File: src/rtl/pc_sequencer_pkg.sv
`default_nettype none
// ============================================================================
// Module : pc_seq_pkg
// Purpose: Shared types and helpers for the PC sequencer: FSM state encoding,
//          redirect index width and the target alignment check.
// Ports  : none (package)
// Rev    : 1.0  initial release
// ============================================================================
package pc_seq_pkg;

  typedef enum logic [1:0] {
    BOOT = 2'd0,
    RUN  = 2'd1,
    HOLD = 2'd2
  } state_t;

  localparam int NUM_SRC_DEF = 4;

  // Index width for n sources; at least one bit so a single source still
  // has a usable index field.
  function automatic int idx_width(input int n);
    return (n <= 1) ? 1 : $clog2(n);
  endfunction

  localparam int IDX_W = idx_width(NUM_SRC_DEF);

  // Target is misaligned when any bit below the instruction size is set.
  // Targets up to 64 bits wide are zero-extended by the caller.
  function automatic logic is_misaligned(input logic [63:0] target,
                                         input int          instr_bytes);
    logic [63:0] mask;
    mask = 64'(instr_bytes - 1);
    return (target & mask) != 64'd0;
  endfunction

endpackage
`default_nettype wire

File: src/rtl/pc_sequencer_if.sv
`default_nettype none
// ============================================================================
// Module : pc_sequencer_if
// Purpose: Bundle between control/branch logic (master) and the PC sequencer
//          (slave).
// Ports  : stall_i, redirect_valid_i, redirect_target_i  master -> slave
//          pc_o, pc_valid_o, flush_o, misalign_o,
//          misalign_addr_o                               slave -> master
// Rev    : 1.0  initial release
// ============================================================================
interface pc_sequencer_if #(
  parameter int XLEN    = 32,
  parameter int NUM_SRC = 4
);
  logic                    stall_i;
  logic [NUM_SRC-1:0]      redirect_valid_i;
  logic [NUM_SRC*XLEN-1:0] redirect_target_i;
  logic [XLEN-1:0]         pc_o;
  logic                    pc_valid_o;
  logic                    flush_o;
  logic                    misalign_o;
  logic [XLEN-1:0]         misalign_addr_o;

  modport master (
    output stall_i, redirect_valid_i, redirect_target_i,
    input  pc_o, pc_valid_o, flush_o, misalign_o, misalign_addr_o
  );

  modport slave (
    input  stall_i, redirect_valid_i, redirect_target_i,
    output pc_o, pc_valid_o, flush_o, misalign_o, misalign_addr_o
  );
endinterface
`default_nettype wire

File: src/rtl/pc_sequencer_arbiter.sv
`default_nettype none
// ============================================================================
// Module : pc_redirect_arbiter
// Purpose: Combinational fixed-priority pick among redirect sources; the
//          lowest asserted index wins.
// Ports  : redirect_valid_i  per-source request
//          redirect_target_i flat targets, source k at [k*XLEN +: XLEN]
//          any_valid_o       at least one request
//          win_idx_o         winning index
//          win_target_o      winning target
// Rev    : 1.0  initial release
// ============================================================================
module pc_redirect_arbiter #(
  parameter int XLEN    = 32,
  parameter int NUM_SRC = 4,
  parameter int IDX_W   = 2
) (
  input  wire logic [NUM_SRC-1:0]      redirect_valid_i,
  input  wire logic [NUM_SRC*XLEN-1:0] redirect_target_i,
  output logic                         any_valid_o,
  output logic [IDX_W-1:0]             win_idx_o,
  output logic [XLEN-1:0]              win_target_o
);

  // Scan from the lowest priority upward so the last hit is the winner.
  always_comb begin
    any_valid_o  = 1'b0;
    win_idx_o    = '0;
    win_target_o = '0;
    for (int k = NUM_SRC - 1; k >= 0; k--) begin
      if (redirect_valid_i[k]) begin
        any_valid_o  = 1'b1;
        win_idx_o    = IDX_W'(k);
        win_target_o = redirect_target_i[k*XLEN +: XLEN];
      end
    end
  end

endmodule
`default_nettype wire

File: src/rtl/pc_sequencer.sv
`default_nettype none
// ============================================================================
// Module : pc_sequencer
// Purpose: Next-PC generator. Owns the PC register, applies prioritised
//          redirects, holds on stall while buffering one redirect, traps
//          misaligned targets and pulses flush on every redirect.
// Ports  : clk    rising-edge clock
//          rst_n  synchronous active-low reset
//          bus    pc_sequencer_if.slave (stall/redirects in, PC/status out)
// Rev    : 1.0  initial release
// ============================================================================
module pc_sequencer
  import pc_seq_pkg::*;
#(
  parameter int              XLEN        = 32,
  parameter int              NUM_SRC     = 4,
  parameter int              INSTR_BYTES = 4,
  parameter logic [XLEN-1:0] RESET_VEC   = 32'h0000_0000,
  parameter logic [XLEN-1:0] TRAP_VEC    = 32'h0000_0100
) (
  input wire logic         clk,
  input wire logic         rst_n,
  pc_sequencer_if.slave    bus
);

  localparam int SRC_IDX_W = idx_width(NUM_SRC);

  state_t                 state_q, state_d;
  logic [XLEN-1:0]        pc_q, pc_d;
  logic                   pc_valid_q, pc_valid_d;
  logic                   flush_q, flush_d;
  logic                   misalign_q, misalign_d;
  logic [XLEN-1:0]        maddr_q, maddr_d;
  logic [SRC_IDX_W-1:0]   pend_idx_q, pend_idx_d;
  logic [XLEN-1:0]        pend_tgt_q, pend_tgt_d;

  logic                   any_valid;
  logic [SRC_IDX_W-1:0]   win_idx;
  logic [XLEN-1:0]        win_target;
  logic                   apply_en;
  logic [XLEN-1:0]        apply_tgt;

  pc_redirect_arbiter #(
    .XLEN    (XLEN),
    .NUM_SRC (NUM_SRC),
    .IDX_W   (SRC_IDX_W)
  ) u_arb (
    .redirect_valid_i  (bus.redirect_valid_i),
    .redirect_target_i (bus.redirect_target_i),
    .any_valid_o       (any_valid),
    .win_idx_o         (win_idx),
    .win_target_o      (win_target)
  );

  always_comb begin
    state_d    = state_q;
    pc_d       = pc_q;
    pc_valid_d = pc_valid_q;
    flush_d    = 1'b0;
    misalign_d = 1'b0;
    maddr_d    = maddr_q;
    pend_idx_d = pend_idx_q;
    pend_tgt_d = pend_tgt_q;
    apply_en   = 1'b0;
    apply_tgt  = '0;

    case (state_q)
      BOOT: begin
        pc_valid_d = 1'b1;
        state_d    = RUN;
      end
      RUN: begin
        if (!bus.stall_i) begin
          if (any_valid) begin
            apply_en  = 1'b1;
            apply_tgt = win_target;
          end else begin
            pc_d = pc_q + XLEN'(INSTR_BYTES);
          end
        end else if (any_valid) begin
          pend_idx_d = win_idx;
          pend_tgt_d = win_target;
          state_d    = HOLD;
        end
      end
      HOLD: begin
        if (bus.stall_i) begin
          // Equal index replaces: the newer request from the same source
          // supersedes the buffered one.
          if (any_valid && (win_idx <= pend_idx_q)) begin
            pend_idx_d = win_idx;
            pend_tgt_d = win_target;
          end
        end else begin
          // On release the buffered entry wins an equal index.
          apply_en   = 1'b1;
          apply_tgt  = (any_valid && (win_idx < pend_idx_q)) ? win_target : pend_tgt_q;
          pend_idx_d = '0;
          pend_tgt_d = '0;
          state_d    = RUN;
        end
      end
      default: begin
        state_d = BOOT;
      end
    endcase

    if (apply_en) begin
      flush_d = 1'b1;
      if (is_misaligned(64'(apply_tgt), INSTR_BYTES)) begin
        pc_d       = TRAP_VEC;
        misalign_d = 1'b1;
        maddr_d    = apply_tgt;
      end else begin
        pc_d = apply_tgt;
      end
    end
  end

  always_ff @(posedge clk) begin
    if (!rst_n) begin
      state_q    <= BOOT;
      pc_q       <= RESET_VEC;
      pc_valid_q <= 1'b0;
      flush_q    <= 1'b0;
      misalign_q <= 1'b0;
      maddr_q    <= '0;
      pend_idx_q <= '0;
      pend_tgt_q <= '0;
    end else begin
      state_q    <= state_d;
      pc_q       <= pc_d;
      pc_valid_q <= pc_valid_d;
      flush_q    <= flush_d;
      misalign_q <= misalign_d;
      maddr_q    <= maddr_d;
      pend_idx_q <= pend_idx_d;
      pend_tgt_q <= pend_tgt_d;
    end
  end

  assign bus.pc_o            = pc_q;
  assign bus.pc_valid_o      = pc_valid_q;
  assign bus.flush_o         = flush_q;
  assign bus.misalign_o      = misalign_q;
  assign bus.misalign_addr_o = maddr_q;

endmodule
`default_nettype wire

File: src/flat_wrapper.sv
// flat-port wrapper written by rule: the top's interface ports become plain ports
module pc_sequencer_flat import pc_seq_pkg::*;
#(
  parameter int              XLEN        = 32,
  parameter int              NUM_SRC     = 4,
  parameter int              INSTR_BYTES = 4,
  parameter logic [XLEN-1:0] RESET_VEC   = 32'h0000_0000,
  parameter logic [XLEN-1:0] TRAP_VEC    = 32'h0000_0100
)
  (clk, rst_n, bus_stall_i, bus_redirect_valid_i, bus_redirect_target_i, bus_pc_o, bus_pc_valid_o, bus_flush_o, bus_misalign_o, bus_misalign_addr_o);
  pc_sequencer_if #(.XLEN(XLEN), .NUM_SRC(NUM_SRC)) bus_i ();
  input wire logic clk;
  input wire logic rst_n;
  input wire logic [$bits(bus_i.stall_i)-1:0] bus_stall_i;
  input wire logic [$bits(bus_i.redirect_valid_i)-1:0] bus_redirect_valid_i;
  input wire logic [$bits(bus_i.redirect_target_i)-1:0] bus_redirect_target_i;
  output wire logic [$bits(bus_i.pc_o)-1:0] bus_pc_o;
  output wire logic [$bits(bus_i.pc_valid_o)-1:0] bus_pc_valid_o;
  output wire logic [$bits(bus_i.flush_o)-1:0] bus_flush_o;
  output wire logic [$bits(bus_i.misalign_o)-1:0] bus_misalign_o;
  output wire logic [$bits(bus_i.misalign_addr_o)-1:0] bus_misalign_addr_o;
  assign bus_i.stall_i = bus_stall_i;
  assign bus_i.redirect_valid_i = bus_redirect_valid_i;
  assign bus_i.redirect_target_i = bus_redirect_target_i;
  assign bus_pc_o = bus_i.pc_o;
  assign bus_pc_valid_o = bus_i.pc_valid_o;
  assign bus_flush_o = bus_i.flush_o;
  assign bus_misalign_o = bus_i.misalign_o;
  assign bus_misalign_addr_o = bus_i.misalign_addr_o;
  pc_sequencer #(.XLEN(XLEN), .NUM_SRC(NUM_SRC), .INSTR_BYTES(INSTR_BYTES), .RESET_VEC(RESET_VEC), .TRAP_VEC(TRAP_VEC)) u_core (.clk(clk), .rst_n(rst_n), .bus(bus_i));
endmodule
File: config.mk
export PLATFORM = sky130hd
export DESIGN_NAME = pc_sequencer_flat
export DESIGN_NICKNAME = d
export VERILOG_FILES = /design/src/rtl/pc_sequencer_pkg.sv /design/src/rtl/pc_sequencer_if.sv /design/src/rtl/pc_sequencer_arbiter.sv /design/src/rtl/pc_sequencer.sv /design/src/flat_wrapper.sv
export SDC_FILE = /design/constraint.sdc
export NUM_CORES = 1
export LEC_CHECK = 0
export BUFFER_PORTS_ARGS = -buffer_cell sky130_fd_sc_hd__buf_4
export CAP_MARGIN = 20
export CORE_AREA = 4 4 100 139
export DETAILED_ROUTE_END_ITERATION = 7
export DIE_AREA = 0 0 104 143
export PLACE_DENSITY = 0.75
export SETUP_SLACK_MARGIN = 0.05
export SYNTH_ARGS = -nofsm -noshare
export SYNTH_HDL_FRONTEND = slang
export SYNTH_SLANG_ARGS = --single-unit
File: constraint.sdc
create_clock -name clk -period 4.4 [get_ports clk]
set_clock_uncertainty 0.2 [all_clocks]
set_input_delay 0.44 -clock clk [delete_from_list [all_inputs] [get_ports clk]]
set_output_delay 0.44 -clock clk [all_outputs]
set_load 0.01 [all_outputs]
==> Word level (Yosys, flattened, before mapping) <==
Cells that the tools add are included.
{ "totals": {"ff_bits": 103, "in_bits": 135, "out_inout_bits": 67, "elab_cells": 72} }
{ "op_classes": {"addsub": 1, "n_lt_le_gt_ge": 2, "eq_ne": 8, "mux": 42, "reduce_logical": 11} }
{ "op_table": {"columns": ["operator", "n"], "rows": [
  ["32-bit 2-to-1 mux", 17],
  ["32-bit one-hot mux with 2 select lines", 2],
  ["64-bit nonzero test", 1],
  ["32-bit by 3-bit adder with 32-bit output, second input constant", 1],
  ["2-bit 2-to-1 mux", 11],
  ["1-bit 2-to-1 mux", 9],
  ["2-bit != test, second input constant", 3],
  ["2-bit one-hot mux with 3 select lines", 1],
  ["3-bit AND reduction", 2],
  ["2-bit by 1-bit != test with 1-bit output, second input constant", 2],
  ["2-bit one-hot mux with 2 select lines", 1],
  ["2-bit AND reduction", 2],
  ["4-bit AND reduction", 1],
  ["2-bit nonzero test", 2],
  ["3-bit by 2-bit != test with 1-bit output, second input constant", 1],
  ["2-bit by 1-bit equality test with 1-bit output, second input constant", 1],
  ["2-bit equality test, second input constant", 1],
  ["2-bit less-or-equal comparator", 1],
  ["1-bit logical AND", 2],
  ["2-bit logical NOT", 1],
  ["2-bit less-than comparator", 1],
  ["1-bit one-hot mux with 2 select lines", 1]
]} }

==> Longest topological paths before layout <==
{ "logic_depth": {"depth_word": 12, "depth_mapped": 15, "ltp_nobuf": 9} }

==> Modules after synthesis <==
A second synthesis with hierarchy kept.
{ "unflattened": {"cells_unflattened": 728, "hier_area_um2": 6023.3} }
{ "modules_own_cells": {"columns": ["module", "instances", "cells_each", "area_each_um2"], "rows": [
  ["pc_sequencer", 1, 605, 4958.5],
  ["pc_redirect_arbiter", 1, 123, 1064.8]
]} }

==> Worst setup path after synthesis <==
Ideal clock, no wire load.
{ "synth_timing": {"path_kind": "input -> register", "start": "input port bus_redirect_valid_i[0]", "end": "register u_core.pc_q[30], in the netlist u_core.bus.pc_o[30]", "t_arrival_ns": 2.778, "required_ns": 4.077, "path_slack_ns": 1.300, "stages": 14, "n_path_buf": 5, "path_cell_list": "buf_2 -> inv_1 -> buf_2 -> buf_1 -> o21ai_0 -> ha_1 -> o22ai_1 -> and3_1 -> clkbuf_1 -> o21ai_1 -> o211a_1 -> buf_2 -> a221oi_1 -> nor2_1"} }
{ "synth_via": {"elab_chain_cells": 9} }
{ "synth_lines": {"columns": ["element", "line", "source"], "rows": [
  ["start: declaration", "flat_wrapper.sv:15", "input wire logic [$bits(bus_i.redirect_valid_i)-1:0] bus_redirect_valid_i;"],
  ["2-bit 2-to-1 mux", "pc_sequencer_arbiter.sv:31", "if (redirect_valid_i[k]) begin"],
  ["2-bit less-than comparator", "pc_sequencer.sv:97", "apply_tgt = (any_valid && (win_idx < pend_idx_q)) ? win_target : pend_tgt_q;"],
  ["1-bit logical AND", "pc_sequencer.sv:97", null],
  ["32-bit 2-to-1 mux", "pc_sequencer.sv:97", null],
  ["32-bit 2-to-1 mux", "pc_sequencer.sv:87", "if (bus.stall_i) begin"],
  ["32-bit one-hot mux with 2 select lines", "pc_sequencer.sv:67", "case (state_q)"],
  ["64-bit nonzero test", "pc_sequencer_pkg.sv:33", "return (target & mask) != 64'd0;"],
  ["32-bit 2-to-1 mux", "pc_sequencer.sv:110", "if (is_misaligned(64'(apply_tgt), INSTR_BYTES)) begin"],
  ["32-bit 2-to-1 mux", "pc_sequencer.sv:108", "if (apply_en) begin"],
  ["end signal: assignment", "pc_sequencer.sv:132", "pc_q <= pc_d;"],
  ["end: declaration", "pc_sequencer.sv:29", "logic [XLEN-1:0] pc_q, pc_d;"]
]} }
Parallel ways exist; a longest one is shown, timed or not.
A chain may end at the register's enable or synchronous reset.

==> Worst setup path after layout <==
{ "layout_timing": {"start": "input port bus_redirect_valid_i[2]", "end": "register u_core.maddr_q[20], in the netlist u_core.bus.misalign_addr_o[20]"} }
{ "layout_via": {"elab_chain_cells": 10} }
{ "layout_lines": {"columns": ["element", "line", "source"], "rows": [
  ["2-bit 2-to-1 mux (3 in series)", "pc_sequencer_arbiter.sv:31", null],
  ["2-bit less-than comparator", "pc_sequencer.sv:97", null],
  ["1-bit logical AND", "pc_sequencer.sv:97", null],
  ["32-bit 2-to-1 mux", "pc_sequencer.sv:97", null],
  ["32-bit 2-to-1 mux", "pc_sequencer.sv:87", null],
  ["32-bit one-hot mux with 2 select lines", "pc_sequencer.sv:67", null],
  ["64-bit nonzero test", "pc_sequencer_pkg.sv:33", null],
  ["2-bit AND reduction (no source line)", null, null],
  ["end signal: assignment", "pc_sequencer.sv:136", "maddr_q <= maddr_d;"],
  ["end: declaration", "pc_sequencer.sv:33", "logic [XLEN-1:0] maddr_q, maddr_d;"]
]} }
Parallel ways exist; a longest one is shown, timed or not.

==> impl_metrics.sql <==
INSERT INTO impl_metrics (metric_group, metric, value, unit) VALUES
('outcome', 'status', 'finished clean', ''),
('clock_network', 'clock_tree.root_cell', 'clkbuf_16', ''),
('routing', 'detail_route.wl_per_cell', '19.0', 'microns'),
('synthesis', 'syn-mean-instance-area', '7.86', 'sq um'),
('min_path', 'hold-path-cell-count', '3', ''),
('min_path', 'hold_path_class', 'in -> reg', ''),
('routing', 'drtAntennaViolNets', '0', ''),
('synthesis', 'yosysWarningCount', '0', ''),
('routing', 'drt-initial-drc-count', '531', ''),
('sta', 'accumulated_negative_setup_slack', '0', 'ns'),
('place', 'numPortBuffers', '201', ''),
('power', 'worst_ir_drop_vdd', '0.228', 'mV'),
('worst_setup_path', 'regToRegEndpoint', 'u_core.bus.pc_o[19]', ''),
('power', 'static-leakage-power', '3.10', 'nW'),
('global_route', 'grt_pass1_wl', '31900', 'microns'),
('die', 'io_pins', '202', ''),
('job', 'drv.max_cap_violation_count', '0', ''),
('synthesis', 'synth-main-ff-cell', 'dfxtp_1', ''),
('worst_setup_path', 'endpoint_kind', 'flip-flop', ''),
('final_layout', 'final_area', '7650', 'sq um'),
('routing', 'drt_pass1_iterations', '7', ''),
('clock_network', 'post_cts_hold_buffer_count', '0', ''),
('clock_network', 'clock_latency', '0.35', 'ns'),
('global_route', 'grt_pass1_vias', '6233', ''),
('final_layout', 'multi_input_area', '3460', 'sq um'),
('worst_setup_path', 'timing.reg2reg.setup_slack', '1.32', 'ns'),
('place', 'globalplace.congestion', '0.884', ''),
('clock_network', 'cts.clk_slew.worst_paths', '0.07', 'ns'),
('min_path', 'worst_hold_path.endpoint', 'u_core.state_q[1]', ''),
('clock_network', 'post_cts_resized', '0', ''),
('clock_network', 'cts-buffers-inserted', '9', ''),
('die', 'die_area', '14900', 'sq um'),
('synthesis', 'netlist_area', '5840', 'sq um'),
('routing', 'post_drt_via_cell_ratio', '6.13', ''),
('worst_setup_path', 'rr_startpoint', 'u_core.state_q[0]', ''),
('place', 'place.detailed.hpwl', '15100', 'microns'),
('final_layout', 'most-common-layout-cells', '216 x buf_4, 103 x dfxtp_1, 90 x nor2_1', ''),
('die', 'fp.dieW', '104', 'microns'),
('sta', 'grt_setup_unrepaired', 'no', ''),
('final_layout', 'synthToLayoutAreaGrowth', '31.0', '%'),
('die', 'core-area', '12800', 'sq um'),
('sta', 'max-slew-margin-rel', '33.6', '%'),
('clock_network', 'cts_setup_buffers', '0', ''),
('final_layout', 'layout_commonest_cell', 'buf_4', ''),
('sta', 'hold_viol_final', '0', ''),
('global_route', 'global_route.usage.total', '26.3', '%'),
('synthesis', 'seq_area_frac_synth', '35.3', '%'),
('clock_network', 'ctsLongestPathBuffers', '2', ''),
('sta', 'setup_viol', '0', ''),
('worst_setup_path', 'crit_type', 'in -> reg', ''),
('place', 'post_dp_cell_area', '7370', 'sq um'),
('global_route', 'initial_antenna_violation_count', '0', ''),
('worst_setup_path', 'critical_path_maximum_fanout', '38', ''),
('synthesis', 'post_synth_inst_count', '743', ''),
('global_route', 'global_route.overflow_total', '0', ''),
('final_layout', 'antenna-diode-count', '0', ''),
('sta', 'final_critical_path_setup_slack', '1.22', 'ns'),
('worst_setup_path', 'reg2regPathDepth', '9', ''),
('final_layout', 'regArea', '2060', 'sq um'),
('final_layout', 'final_net_count', '1044', ''),
('sta', 'timing.final.crit_share', '72.4', '%'),
('sta', 'slew_viol_final', '0', ''),
('clock_network', 'h-tree-depth', '3', ''),
('clock_network', 'cts_tree', 'yes', ''),
('routing', 'detail_route.wirelength', '20100', 'microns'),
('final_layout', 'drive_gt1_share', '27.3', '%'),
('die', 'effective_utilization_at_floorplan', '45.8', '%'),
('worst_setup_path', 'cp_data_arrival_time', '3.18', 'ns'),
('sta', 'final.min_clock_period', '3.18', 'ns'),
('worst_setup_path', 'cp.required', '4.39', 'ns'),
('sta', 'worstMarginPinSlew', '0.994', 'ns');
[metrics by stage]
step	utilization, %	cells	hold WS (ns)
after floorplan	-	743	0.232
after global placement	57.8	1045	0.237
after detailed placement	57.8	1045	0.244
after CTS	60.0	1059	0.240
after global routing	60.0	1059	0.266
final	60.0	1059	0.242
[metal layers]
metal  vias up  track usage, %  wire, microns
li1       3106               -              -
met1      3035            32.9           7970
met2       307            45.0           9990
met3        44            4.70           1530
met4         0            10.6            612
met5         -               0              0
[state kept, by name, summed over array words and instances (netlist names)]
name	flops
u_core.bus.misalign_addr_o	32
u_core.bus.pc_o	32
u_core.pend_tgt_q	32
u_core.pend_idx_q	2
u_core.state_q	2
u_core.bus.flush_o	1
u_core.bus.misalign_o	1
u_core.bus.pc_valid_o	1
[synthesized netlist by cell type, types with 5 or more instances]
library cell | count | area share [%]
inv_1 | 9 | 0.58
o221ai_1 | 8 | 1.2
nand3_1 | 30 | 2.6
a21oi_1 | 75 | 6.4
a221oi_1 | 27 | 4.0
a22oi_1 | 15 | 1.9
o211ai_1 | 11 | 1.4
clkbuf_1 | 34 | 2.2
buf_1 | 5 | 0.32
nand2_1 | 67 | 4.3
or3_1 | 5 | 0.54
o21ai_0 | 40 | 3.4
and3_1 | 11 | 1.2
nand4_1 | 11 | 1.2
xnor2_1 | 8 | 1.2
o22ai_1 | 23 | 2.5
xor2_1 | 6 | 0.90
mux2i_1 | 13 | 2.2
ha_1 | 6 | 1.3
a211oi_1 | 9 | 1.2
buf_2 | 22 | 1.9
a22o_1 | 13 | 1.9
nor3_1 | 20 | 1.7
a221o_1 | 10 | 1.7
dfxtp_1 | 103 | 35
nor2_1 | 90 | 5.8
[where the power goes]
part | total [mW] | internal [mW] | switching [mW]
registers | 1.08 | 1.02 | 0.0637
clock network | 0.773 | 0.434 | 0.339
logic | 0.633 | 0.269 | 0.363
[worst max-delay path, cell delays in order]
cell and delay, ns:
buf_4 0.35, nor2b_2 0.09, o21ai_0 0.25, ha_1 0.30, o22ai_1 0.15, a21oi_1 0.22, o21ai_0 0.10, buf_4 0.21
o21ai_4 0.36, buf_4 0.38, mux2i_1 0.23, nor2_1 0.06
[worst max-delay path by stage]
stage / from / end / slack (ns)
2_1_floorplan: bus_redirect_valid_i[0] / u_core.bus.pc_o[30] / 1.30
3_3_place_gp: bus_redirect_valid_i[2] / u_core.bus.pc_o[19] / 1.00
3_5_place_dp: bus_redirect_valid_i[2] / u_core.bus.misalign_addr_o[20] / 0.90
4_1_cts: bus_redirect_valid_i[2] / u_core.bus.misalign_addr_o[20] / 1.26
5_1_grt: bus_redirect_valid_i[2] / u_core.bus.misalign_addr_o[20] / 0.91
6_report: bus_redirect_valid_i[2] / u_core.bus.misalign_addr_o[20] / 1.22
[logic make-up (layout without fill, tap and decap cells)]
family / after synthesis / in the layout / synth area share [%]
AO/OA/AOI/OAI: 268 / 268 / 31.8
XOR/XNOR: 14 / 14 / 2.10
adder cells (fa/ha/maj): 6 / 6 / 1.29
buffers and inverters: 76 / 239 / 5.87
flip-flops: 103 / 103 / 35.3
multiplexers: 14 / 14 / 2.42
AND/OR/NAND/NOR: 262 / 262 / 21.3
[cell type report]
class	count	area share (%)
Timing Repair Buffer	216	21.2
Tap cell	153	2.50
Sequential cell	103	27.0
Clock buffer	10	2.99
Inverter	9	0.442
Multi-Input combinational cell	564	45.3
Clock inverter	4	0.638
(Power assumes the default switching activity.)
